File: src/rtl/pard_cp_pkg.sv
// Shared constants for the PARD control-plane register block:
// register addresses, TRIG_STAT field layout and register-select codes.
package pard_cp_pkg;

    localparam int unsigned DATA_W = 32;

    localparam logic [7:0] ADDR_DSID_BASE = 8'h00;
    localparam logic [7:0] ADDR_RST_PULSE = 8'h10;
    localparam logic [7:0] ADDR_RST_HOLD  = 8'h11;
    localparam logic [7:0] ADDR_TRIG_PUSH = 8'h12;
    localparam logic [7:0] ADDR_TRIG_STAT = 8'h13;
    localparam logic [7:0] ADDR_DSID_LOCK = 8'h14;

    localparam int unsigned STAT_LVL_LSB = 0;
    localparam int unsigned STAT_LVL_W   = 8;
    localparam int unsigned STAT_OVF_LSB = 16;
    localparam int unsigned STAT_OVF_W   = 16;

    typedef enum logic [2:0] {
        REG_BAD,
        REG_DSID,
        REG_RST_PULSE,
        REG_RST_HOLD,
        REG_TRIG_PUSH,
        REG_TRIG_STAT,
        REG_DSID_LOCK
    } reg_sel_e;

endpackage

File: src/rtl/pard_cp_trig_fifo.sv
// Trigger word FIFO: drops pushes when full (unless a pop frees a slot in the
// same cycle), counts drops with a saturating counter, AXIS-style output.
module pard_cp_trig_fifo
    import pard_cp_pkg::*;
#(
    parameter int unsigned WIDTH = 16,
    parameter int unsigned DEPTH = 8
) (
    input  logic                       clk,
    input  logic                       rst_n,
    input  logic                       push,
    input  logic [WIDTH-1:0]           push_data,
    input  logic                       stat_clr,
    output logic [$clog2(DEPTH+1)-1:0] level,
    output logic [STAT_OVF_W-1:0]      ovf_cnt,
    output logic                       tvalid,
    input  logic                       tready,
    output logic [WIDTH-1:0]           tdata
);

    localparam int unsigned PTR_W = $clog2(DEPTH);
    localparam int unsigned LVL_W = $clog2(DEPTH + 1);
    localparam logic [LVL_W-1:0] FULL_LVL = LVL_W'(DEPTH);

    logic [WIDTH-1:0] mem [DEPTH];
    logic [PTR_W-1:0] wr_ptr;
    logic [PTR_W-1:0] rd_ptr;
    logic             pop;
    logic             accept;
    logic             drop;

    assign tvalid = (level != '0);
    assign tdata  = mem[rd_ptr];
    assign pop    = tvalid && tready;
    assign accept = push && ((level != FULL_LVL) || pop);
    assign drop   = push && !accept;

    always_ff @(posedge clk) begin
        if (accept) begin
            mem[wr_ptr] <= push_data;
        end
    end

    always_ff @(posedge clk or negedge rst_n) begin
        if (!rst_n) begin
            wr_ptr  <= '0;
            rd_ptr  <= '0;
            level   <= '0;
            ovf_cnt <= '0;
        end else begin
            if (accept) wr_ptr <= wr_ptr + 1'b1;
            if (pop)    rd_ptr <= rd_ptr + 1'b1;
            if (accept && !pop) begin
                level <= level + 1'b1;
            end else if (!accept && pop) begin
                level <= level - 1'b1;
            end
            // A drop coinciding with a clear leaves exactly that one drop counted.
            if (drop) begin
                if (stat_clr)            ovf_cnt <= STAT_OVF_W'(1);
                else if (ovf_cnt != '1)  ovf_cnt <= ovf_cnt + 1'b1;
            end else if (stat_clr) begin
                ovf_cnt <= '0;
            end
        end
    end

endmodule

File: src/rtl/pard_core_ctrl_regs.sv
// Per-core control registers (DSID, ext-reset pulse/hold, trigger FIFO) behind
// a single-outstanding request/response port. PARD_CP_DSID_LOCK_EN adds DSID_LOCK.
module pard_core_ctrl_regs
    import pard_cp_pkg::*;
#(
    parameter int unsigned          NUM_CORES      = 3,
    parameter int unsigned          DSID_W         = 16,
    parameter int unsigned          TRIG_W         = 16,
    parameter int unsigned          TRIG_DEPTH     = 8,
    parameter int unsigned          RESET_CYCLES   = 16,
    parameter logic [NUM_CORES-1:0] HOLD_RESET_VAL = '1
) (
    input  logic                        SYS_CLK,
    input  logic                        RSTN,
    input  logic                        req_valid,
    output logic                        req_ready,
    input  logic                        req_write,
    input  logic [7:0]                  req_addr,
    input  logic [DATA_W-1:0]           req_wdata,
    output logic                        resp_valid,
    input  logic                        resp_ready,
    output logic [DATA_W-1:0]           resp_rdata,
    output logic                        resp_err,
    output logic [NUM_CORES-1:0]        ext_reset,
    output logic [NUM_CORES*DSID_W-1:0] dsid,
    output logic                        trigger_axis_tvalid,
    input  logic                        trigger_axis_tready,
    output logic [TRIG_W-1:0]           trigger_axis_tdata
);

    localparam int unsigned CNT_W = $clog2(RESET_CYCLES + 1);
    localparam int unsigned LVL_W = $clog2(TRIG_DEPTH + 1);
    localparam logic [CNT_W-1:0] CNT_LOAD = CNT_W'(RESET_CYCLES);
    localparam logic [4:0] NC5 = 5'(NUM_CORES);

    logic                  accept;
    reg_sel_e              sel;
    logic [3:0]            core_idx;
    logic [DSID_W-1:0]     dsid_r [NUM_CORES];
    logic [DSID_W-1:0]     dsid_cur;
    logic [NUM_CORES-1:0]  hold_r;
    logic [NUM_CORES-1:0]  hold_next;
    logic [NUM_CORES-1:0]  lock_r;
    logic                  lock_cur;
    logic [CNT_W-1:0]      cnt_r [NUM_CORES];
    logic [CNT_W-1:0]      cnt_next [NUM_CORES];
    logic [NUM_CORES-1:0]  ext_next;
    logic [DATA_W-1:0]     rd_data;
    logic                  rd_err;
    logic                  dsid_we, pulse_we, hold_we, trig_push, stat_clr;
    logic [LVL_W-1:0]      trig_level;
    logic [STAT_OVF_W-1:0] ovf_cnt;
    logic                  unused_wdata;

    assign req_ready    = !resp_valid;
    assign accept       = req_valid && req_ready;
    assign core_idx     = req_addr[3:0];
    assign unused_wdata = ^req_wdata;

    always_comb begin
        sel = REG_BAD;
        if (req_addr[7:4] == ADDR_DSID_BASE[7:4]) begin
            if ({1'b0, core_idx} < NC5) sel = REG_DSID;
        end else begin
            case (req_addr)
                ADDR_RST_PULSE: sel = REG_RST_PULSE;
                ADDR_RST_HOLD:  sel = REG_RST_HOLD;
                ADDR_TRIG_PUSH: sel = REG_TRIG_PUSH;
                ADDR_TRIG_STAT: sel = REG_TRIG_STAT;
`ifdef PARD_CP_DSID_LOCK_EN
                ADDR_DSID_LOCK: sel = REG_DSID_LOCK;
`endif
                default:        sel = REG_BAD;
            endcase
        end
    end

`ifdef PARD_CP_DSID_LOCK_EN
    logic lock_we;
`endif

    always_comb begin
        dsid_cur = '0;
        lock_cur = 1'b0;
        for (int unsigned c = 0; c < NUM_CORES; c++) begin
            if (core_idx == 4'(c)) begin
                dsid_cur = dsid_r[c];
                lock_cur = lock_r[c];
            end
        end
        rd_data   = '0;
        rd_err    = 1'b0;
        dsid_we   = 1'b0;
        pulse_we  = 1'b0;
        hold_we   = 1'b0;
        trig_push = 1'b0;
        stat_clr  = 1'b0;
`ifdef PARD_CP_DSID_LOCK_EN
        lock_we   = 1'b0;
`endif
        if (accept) begin
            case (sel)
                REG_DSID: begin
                    if (!req_write)    rd_data[DSID_W-1:0] = dsid_cur;
                    else if (lock_cur) rd_err = 1'b1;
                    else               dsid_we = 1'b1;
                end
                REG_RST_PULSE: begin
                    if (req_write) pulse_we = 1'b1;
                    else           rd_data[NUM_CORES-1:0] = ext_reset;
                end
                REG_RST_HOLD: begin
                    if (req_write) hold_we = 1'b1;
                    else           rd_data[NUM_CORES-1:0] = hold_r;
                end
                REG_TRIG_PUSH: begin
                    if (req_write) trig_push = 1'b1;
                    else           rd_err = 1'b1;
                end
                REG_TRIG_STAT: begin
                    if (req_write) begin
                        rd_err = 1'b1;
                    end else begin
                        rd_data[STAT_LVL_LSB +: STAT_LVL_W] = STAT_LVL_W'(trig_level);
                        rd_data[STAT_OVF_LSB +: STAT_OVF_W] = ovf_cnt;
                        stat_clr = 1'b1;
                    end
                end
`ifdef PARD_CP_DSID_LOCK_EN
                REG_DSID_LOCK: begin
                    if (req_write) lock_we = 1'b1;
                    else           rd_data[NUM_CORES-1:0] = lock_r;
                end
`endif
                default: rd_err = 1'b1;
            endcase
        end
    end

`ifdef PARD_CP_DSID_LOCK_EN
    always_ff @(posedge SYS_CLK or negedge RSTN) begin
        if (!RSTN)        lock_r <= '0;
        else if (lock_we) lock_r <= lock_r | req_wdata[NUM_CORES-1:0];
    end
`else
    assign lock_r = '0;
`endif

    always_ff @(posedge SYS_CLK or negedge RSTN) begin
        if (!RSTN) begin
            resp_valid <= 1'b0;
            resp_rdata <= '0;
            resp_err   <= 1'b0;
        end else if (accept) begin
            resp_valid <= 1'b1;
            resp_rdata <= rd_data;
            resp_err   <= rd_err;
        end else if (resp_valid && resp_ready) begin
            resp_valid <= 1'b0;
        end
    end

    always_ff @(posedge SYS_CLK or negedge RSTN) begin
        if (!RSTN) begin
            for (int unsigned c = 0; c < NUM_CORES; c++) dsid_r[c] <= '0;
        end else if (dsid_we) begin
            for (int unsigned c = 0; c < NUM_CORES; c++) begin
                if (core_idx == 4'(c)) dsid_r[c] <= req_wdata[DSID_W-1:0];
            end
        end
    end

    always_comb begin
        dsid = '0;
        for (int unsigned c = 0; c < NUM_CORES; c++) dsid[c*DSID_W +: DSID_W] = dsid_r[c];
    end

    // ext_reset registers the next-state view so a pulse or hold change shows
    // up the cycle after acceptance and a pulse lasts exactly RESET_CYCLES.
    always_comb begin
        hold_next = hold_we ? req_wdata[NUM_CORES-1:0] : hold_r;
        ext_next  = '0;
        for (int unsigned c = 0; c < NUM_CORES; c++) begin
            if (pulse_we && req_wdata[c]) cnt_next[c] = CNT_LOAD;
            else if (cnt_r[c] != '0)      cnt_next[c] = cnt_r[c] - 1'b1;
            else                          cnt_next[c] = '0;
            ext_next[c] = hold_next[c] | (cnt_next[c] != '0);
        end
    end

    always_ff @(posedge SYS_CLK or negedge RSTN) begin
        if (!RSTN) begin
            hold_r    <= HOLD_RESET_VAL;
            ext_reset <= HOLD_RESET_VAL;
            for (int unsigned c = 0; c < NUM_CORES; c++) cnt_r[c] <= '0;
        end else begin
            hold_r    <= hold_next;
            ext_reset <= ext_next;
            for (int unsigned c = 0; c < NUM_CORES; c++) cnt_r[c] <= cnt_next[c];
        end
    end

    pard_cp_trig_fifo #(
        .WIDTH (TRIG_W),
        .DEPTH (TRIG_DEPTH)
    ) u_trig_fifo (
        .clk       (SYS_CLK),
        .rst_n     (RSTN),
        .push      (trig_push),
        .push_data (req_wdata[TRIG_W-1:0]),
        .stat_clr  (stat_clr),
        .level     (trig_level),
        .ovf_cnt   (ovf_cnt),
        .tvalid    (trigger_axis_tvalid),
        .tready    (trigger_axis_tready),
        .tdata     (trigger_axis_tdata)
    );

endmodule

File: config.mk
export PLATFORM = sky130hd
export DESIGN_NAME = pard_core_ctrl_regs
export DESIGN_NICKNAME = d
export VERILOG_FILES = /design/src/rtl/pard_cp_pkg.sv /design/src/rtl/pard_cp_trig_fifo.sv /design/src/rtl/pard_core_ctrl_regs.sv
export SDC_FILE = /design/constraint.sdc
export NUM_CORES = 1
export LEC_CHECK = 0
export BUFFER_PORTS_ARGS = -buffer_cell sky130_fd_sc_hd__buf_4
export CAP_MARGIN = 20
export CORE_ASPECT_RATIO = 1.75
export CORE_MARGIN = 1.5
export CORE_UTILIZATION = 47
export CTS_CLUSTER_DIAMETER = 30
export DETAILED_ROUTE_END_ITERATION = 12
export PLACE_DENSITY = 0.67
export REMOVE_ABC_BUFFERS = 1
export SLEW_MARGIN = 20
export SYNTH_ARGS = -nofsm -noshare
export SYNTH_HDL_FRONTEND = slang
export SYNTH_HIERARCHICAL = 1
export SYNTH_SLANG_ARGS = --single-unit
export TNS_END_PERCENT = 10
File: constraint.sdc
create_clock -name SYS_CLK -period 4.2 [get_ports SYS_CLK]
set_clock_uncertainty 0.15 [all_clocks]
set_input_delay 0.21 -clock SYS_CLK [delete_from_list [all_inputs] [get_ports SYS_CLK]]
set_output_delay 0.21 -clock SYS_CLK [all_outputs]
set_load 0.02 [all_outputs]
# Yosys cells after proc, flatten, opt, wreduce, memory -nomap -nowiden
# Memories as Yosys holds them, arrays and structs flattened.
# Cells that the tools add are included.
word_totals:
  n_memories: 1
  ramBits: 128
  reg_bits: 129
  wordCells: 118
mem_list:
  columns: ["memory", "depth", "width", "rd", "rd_clocked_by_memory_dff", "write_ports", "line_no", "rtl"]
  rows:
  - ["u_trig_fifo.mem", 8, 16, 1, 0, 1, "pard_cp_trig_fifo.sv:25", "logic [WIDTH-1:0] mem [DEPTH];"]
classes:
  reduce_logical: 32
  muxes: 45
  magnitude_cmp: 1
  eq_ne: 13
  n_addsub: 8
  bitwise: 3
op_table:
  columns: ["op", "n"]
  rows:
  - ["$mux 16", 10]
  - ["$eq 8x5->1 const B", 4]
  - ["$mux 5", 6]
  - ["$reduce_bool 5->1", 6]
  - ["$pmux 3 s4", 2]
  - ["$mux 1", 17]
  - ["$add 16x1->16 const B", 1]
  - ["$ne 16x16->1 const B", 1]
  - ["$sub 5x1->5 const B", 3]
  - ["$mux 3", 4]
  - ["$mux 4", 3]
  - ["$logic_and 1x1->1", 10]
  - ["$pmux 5 s2", 1]
  - ["$logic_not 4->1", 2]
  - ["$mux 8", 1]
  - ["$reduce_and 2->1", 4]
  - ["$reduce_bool 2->1", 4]
  - ["$add 3x1->3 const B", 2]
  - ["$eq 3x2->1 const B", 2]
  - ["$eq 3x3->1 const B", 2]
  - ["$add 4x1->4 const B", 1]
  - ["$eq 4x1->1 const B", 1]
  - ["$eq 4x2->1 const B", 1]
  - ["$lt 4x2->1 const B", 1]
  - ["other kinds (9)", 13]

# Depth between registers and ports, before layout
logic_depth:
  word_depth: 11
  mapped_depth: 14
  ltp_nobuf: 12

# Modules after synthesis
# Netlist, hierarchy kept.
modules_own_cells:
  columns: ["mod", "seq_area_each_um2", "area_each_um2", "n_inst", "cells_per_inst"]
  rows:
  - ["pard_cp_trig_fifo", 4494.3, 6306.0, 1, 337]
  - ["pard_core_ctrl_regs", 2585.0, 4664.5, 1, 386]

# Least setup slack after synthesis
# Ideal clock, no wire load.
synth_timing:
  path_kind: "in2reg"
  startpoint: "input req_addr[3]"
  endpoint: "memory u_trig_fifo.mem[1][0] (enable)"
  slack_ns: 0.489
  required_ns: 3.641
  n_path_buf: 1
  setup_ns: 0.409
  path_stages: 8
  arrival_ns: 3.152
  cell_sequence: "or4_4 > or3_2 > buf_6 > nor2_1 > inv_1 > a31oi_1 > nand2_1 > nor3_1"
synth_between:
  elab_chain_cells: 9
  word_cells_on_any_way: 14
  classes_between: "order compare (1); eq/ne (5); mux (7); reduce/logical (1)"
synth_lines:
  columns: ["element", "line_no", "rtl"]
  rows:
  - ["from (decl)", "pard_core_ctrl_regs.sv:18", "input logic [7:0] req_addr,"]
  - ["$lt 4x2->1 / $eq 8x5->1 (equally long branches)", "pard_core_ctrl_regs.sv:63, pard_core_ctrl_regs.sv:65", null]
  - ["$mux 1 / $pmux 3 s4 (equally long branches)", "pard_core_ctrl_regs.sv:63, pard_core_ctrl_regs.sv:65", null]
  - ["$mux 3 (*)", "pard_core_ctrl_regs.sv:62", "if (req_addr[7:4] == ADDR_DSID_BASE[7:4]) begin"]
  - ["$eq 3x3->1 (*)", "pard_core_ctrl_regs.sv:102", "case (sel)"]
  - ["$mux 1 (*)", "pard_core_ctrl_regs.sv:102", null]
  - ["$mux 1 (*)", "pard_core_ctrl_regs.sv:101", "if (accept) begin"]
  - ["net trig_push", "pard_core_ctrl_regs.sv:50", "logic dsid_we, pulse_we, hold_we, trig_push, stat_clr;"]
  - ["$logic_and 1x1->1 (*)", "pard_cp_trig_fifo.sv:35", "assign accept = push && ((level != FULL_LVL) || pop);"]
  - ["net u_trig_fifo.accept", "pard_cp_trig_fifo.sv:29", "logic accept;"]
  - ["$mux 1 (*)", "pard_cp_trig_fifo.sv:39", "if (accept) begin"]
  - ["$mux 1 (not written as such) (*)", "pard_cp_trig_fifo.sv:40", "mem[wr_ptr] <= push_data;"]
  - ["to (decl)", "pard_cp_trig_fifo.sv:25", null]
# The timed path passes the listed nets; every way through them passes the cells marked *.

# Worst setup path in the final report
layout_timing:
  startpoint: "input req_addr[5]"
  endpoint: "register u_trig_fifo.level[3]"
layout_between:
  elab_chain_cells: 10
  word_cells_on_any_way: 16
  classes_between: "eq/ne (5); mux (5); reduce/logical (6)"
layout_lines:
  columns: ["element", "line_no", "rtl"]
  rows:
  - ["$eq 8x5->1", "pard_core_ctrl_regs.sv:65", "case (req_addr)"]
  - ["$pmux 3 s4", "pard_core_ctrl_regs.sv:65", null]
  - ["$mux 3 (*)", "pard_core_ctrl_regs.sv:62", null]
  - ["$eq 3x3->1 (*)", "pard_core_ctrl_regs.sv:102", null]
  - ["$mux 1 (*)", "pard_core_ctrl_regs.sv:102", null]
  - ["$mux 1 (*)", "pard_core_ctrl_regs.sv:101", null]
  - ["net trig_push", "pard_core_ctrl_regs.sv:50", null]
  - ["$logic_and 1x1->1 (*)", "pard_cp_trig_fifo.sv:35", null]
  - ["net u_trig_fifo.accept", "pard_cp_trig_fifo.sv:29", null]
  - ["$logic_not 1->1", "pard_cp_trig_fifo.sv:55", "end else if (!accept && pop) begin"]
  - ["$logic_and 1x1->1", "pard_cp_trig_fifo.sv:55", null]
  - ["$reduce_bool 2->1 (no line)", null, null]
  - ["to (signal assigned)", "pard_cp_trig_fifo.sv:54", "level <= level + 1'b1;"]
  - ["to (signal assigned)", "pard_cp_trig_fifo.sv:56", "level <= level - 1'b1;"]
  - ["to (decl)", "pard_cp_trig_fifo.sv:14", "output logic [$clog2(DEPTH+1)-1:0] level,"]
# Marks and branches as above.
# A chain may end at the register's enable or synchronous reset.

==> impl_metrics.yaml <==
sta:
  fin_crit_sh_pct: 77.1
  rsz0062_at_grt: "false"
  slew_viol_final: 0
  worst_pin_slew_ns: 0.947
  whs_ns: 0.0843
  relSlewSlack_pct: 36.9
  fin_ws_ns: 0.963
  layout_min_cycle_time_ns: 3.24
  hold_viol: 0
  finalSetupViolations: 0
  fmax_mhz: 309
  fin_tns_setup_ns: 0
pwr:
  power_mw: 7.36
  sequentialPowerShare_pct: 41.7
  internal-power_mw: 5.30
  clockPowerShare_pct: 36.9
  combPwrFrac_pct: 21.4
  vdd_drop_max_mv: 0.423
  p_per_area_nw_per_um2: 540
  swShare_pct: 28.0
  power.leakage_nw: 5.64
  power_switching_mw: 2.06
global_routing:
  grt_overflow: 0
  grt.total_usage_pct: 22.6
  grt_pass1_wl_um: 41900
  grt_pass1_vias: 7515
  grt_start_max_net_pins: 68
  antenna_found_initial: 0
routing:
  num_vias: 7008
  dr.pass1.iters: 5
  antenna_left: 0
  drc_errors: 0
  drt-total-wl_um: 27100
  wire_per_inst_um: 22.1
  via_per_inst: 5.73
  drtIter0Drc: 521
die:
  die_x_um: 118
  die_height_um: 205
  start_util_pct: 48.0
  fp.coreArea_um2: 22800
  boundaryPins: 149
  die_area_um2: 24300
  num_rows: 73
clocking:
  clkLatencyLatePin_ns: 0.49
  clk_pin_slew_ns: 0.05
  cts_hold_buf: 22
  numCtsBuffers: 34
  post_cts_buffers: 0
  cts_sinks: 257
  cts-root-buf: "clkbuf_16"
  cts_tree: "yes"
  cts_resized: 0
  clock_path_buffers: 3
  h-tree-depth: 2
setup_path:
  critPathSlowestCell: "or3_2"
  setup.worst_path.class: "in -> reg"
  cp_data_arrival_time_ns: 3.50
  crit_path_max_incr_delay_ns: 0.55
  worstSetupEndpointType: "flop"
  cp-start-kind: "input port"
  crit_chain: "dlygate4sd3_1 > buf_4 > or3_2 > nor2_1 > inv_1 > a31oi_1 > buf_4 > ha_1 > inv_1 > ha_1 > a21o_2 > a21oi_1 > mux2i_1 > xnor2_1"
  worst-path-max-fanout: 9
  cp_data_required_time_ns: 4.47
synth:
  ys_top_cells_by_area: "edfxtp_1 (35%), dfrtp_1 (28%), mux2_2 (7.0%)"
  syn_inst: 723
  synth_area_um2: 11000
  synth_edf_count: 128
  syn_area_per_cell_um2: 15.2
  synth.most_common_cell: "edfxtp_1"
  async_reset_ff_share_pct: 50.2
  yosysSeqAreaShare_pct: 64.5
  ys.flop_type: "edfxtp_1"
  ys_top_cells_by_count: "edfxtp_1 (128), dfrtp_1 (123), mux2_2 (68)"
  yosys.area.top_type: "edfxtp_1"
  yosys_warnings: 6
  ys_types: 70
  synth_top_cell_area_share_pct: 35.0
  synth_seq_cells: 257
flow_run:
  max_cap_violations: 0
placement:
  pre_cts_ws_ns: 0.553
  hpwl_um: 18100
  portBuffers: 132
  gp_congestion: 0.848
cells_and_area:
  antennaDiodeCount: 0
  synthToLayoutAreaGrowth_pct: 24.2
  fin_util_pct: 59.7
  nNetsFinal: 955
  drive_above_1_share_pct: 37.0
min_path:
  hp-class: "in -> reg"
outcome:
  status: "finished clean"
==> layer usage <==
layer,share of wire [%],track usage (%),up-vias
met4,3.5,9.72,0
met2,57,43.6,228
met3,4.3,2.90,62
met1,35,24.7,3596
met5,0,0,-
li1,-,-,3122
==> kinds of logic (layout without fill, tap and decap cells) <==
kind of cell / Yosys count / after routing / synth area share [%]
and+or+nand+nor: 158 / 158 / 8.22
adders and majority gates: 10 / 10 / 1.21
xor gates and xnor gates: 16 / 16 / 1.28
muxes: 121 / 121 / 15.5
buffers and inverters: 48 / 249 / 2.11
DFF: 257 / 257 / 64.5
AOI/OAI and AO/OA: 113 / 113 / 7.19
==> power groups by stage <==
| stage | Clock, mW | Combinational (mW) | Sequential (mW) |
|---|---|---|---|
| after floorplan | 0 | 1.00 | 3.08 |
| after global placement | 0 | 1.51 | 3.11 |
| after detailed placement | 0 | 1.58 | 3.12 |
| after CTS | 2.77 | 1.61 | 3.08 |
| after global routing | 2.88 | 1.69 | 3.10 |
| final | 2.71 | 1.58 | 3.07 |
==> through the flow <==
step	area [µm²]	instances
after floorplan	10800	689
after global placement	12300	1141
after detailed placement	12300	1141
after CTS	13600	1224
after global routing	13600	1224
final	13600	1224
==> final cells by class <==
cell class	count	area (µm²)
Sequential cell	257	7080
Timing Repair Buffer	174	1360
Multi-Input combinational cell	418	3670
Clock inverter	18	163
Inverter	14	52.6
Clock buffer	43	916
Tap cell	300	375
Fill cell	1762	9210
==> worst max-delay path, delay by kind of cell <==
| family | cells | cell delay [ns] |
|---|---|---|
| AO/OA/AOI/OAI | 3 | 0.59 |
| XOR/XNOR | 1 | 0.13 |
| adder cells (fa/ha/maj) | 2 | 0.46 |
| buffers and inverters | 5 | 1.06 |
| multiplexers | 1 | 0.25 |
| AND/OR/NAND/NOR | 2 | 0.79 |
==> path summary, 6_finish.rpt <==
kind                                             from                          endpoint  slack, ns  depth (start not counted)
max in group asynchronous                        RSTN               hold_r[0]$_DFF_PN1_       2.65                          3
min reg2reg                resp_rdata[13]$_DFFE_PN0P_        resp_rdata[13]$_DFFE_PN0P_       0.33                          2
min in group asynchronous                        RSTN              dsid[12]$_DFFE_PN0P_       0.22                          2
max reg2reg                    resp_valid$_DFFE_PN0P_  u_trig_fifo/level[3]$_DFFE_PN0P_       1.05                         13
min                                       req_addr[6]         resp_rdata[3]$_DFFE_PN0P_       0.08                          4
max                                       req_addr[5]  u_trig_fifo/level[3]$_DFFE_PN0P_       0.96                         14
==> cell usage in the layout (no fill, tap or decap), types with 5 or more instances in the layout <==
| master | instances |
|---|---|
| buf_4 | 152 |
| edfxtp_1 | 128 |
| dfrtp_1 | 121 |
| mux2_2 | 68 |
| nor2_1 | 42 |
| nand2_1 | 35 |
| clkbuf_16 | 35 |
| mux4_2 | 32 |
| a21oi_1 | 27 |
| dlygate4sd3_1 | 22 |
| mux2i_1 | 21 |
| o31ai_1 | 20 |
| a22o_1 | 16 |
| o21ai_0 | 15 |
| inv_1 | 14 |
| xnor2_1 | 14 |
| nand2b_1 | 10 |
| nor3_1 | 9 |
| ha_1 | 9 |
| or4_1 | 8 |
| clkbuf_1 | 7 |
| nand3_1 | 6 |
| o2bb2ai_1 | 6 |
| dfstp_2 | 6 |
| clkinv_2 | 5 |
==> state kept, by name, summed over array words and instances, names as in the netlist <==
signal / cells
dsid: 48
resp_valid: 1
u_trig_fifo/ovf_cnt: 16
resp_err: 1
resp_rdata: 32
u_trig_fifo/rd_ptr: 3
u_trig_fifo/mem: 128
u_trig_fifo/level: 4
ext_reset: 3
hold_r: 3
u_trig_fifo/wr_ptr: 3
cnt_r: 15
No activity file was read; power rests on OpenSTA's default activity.
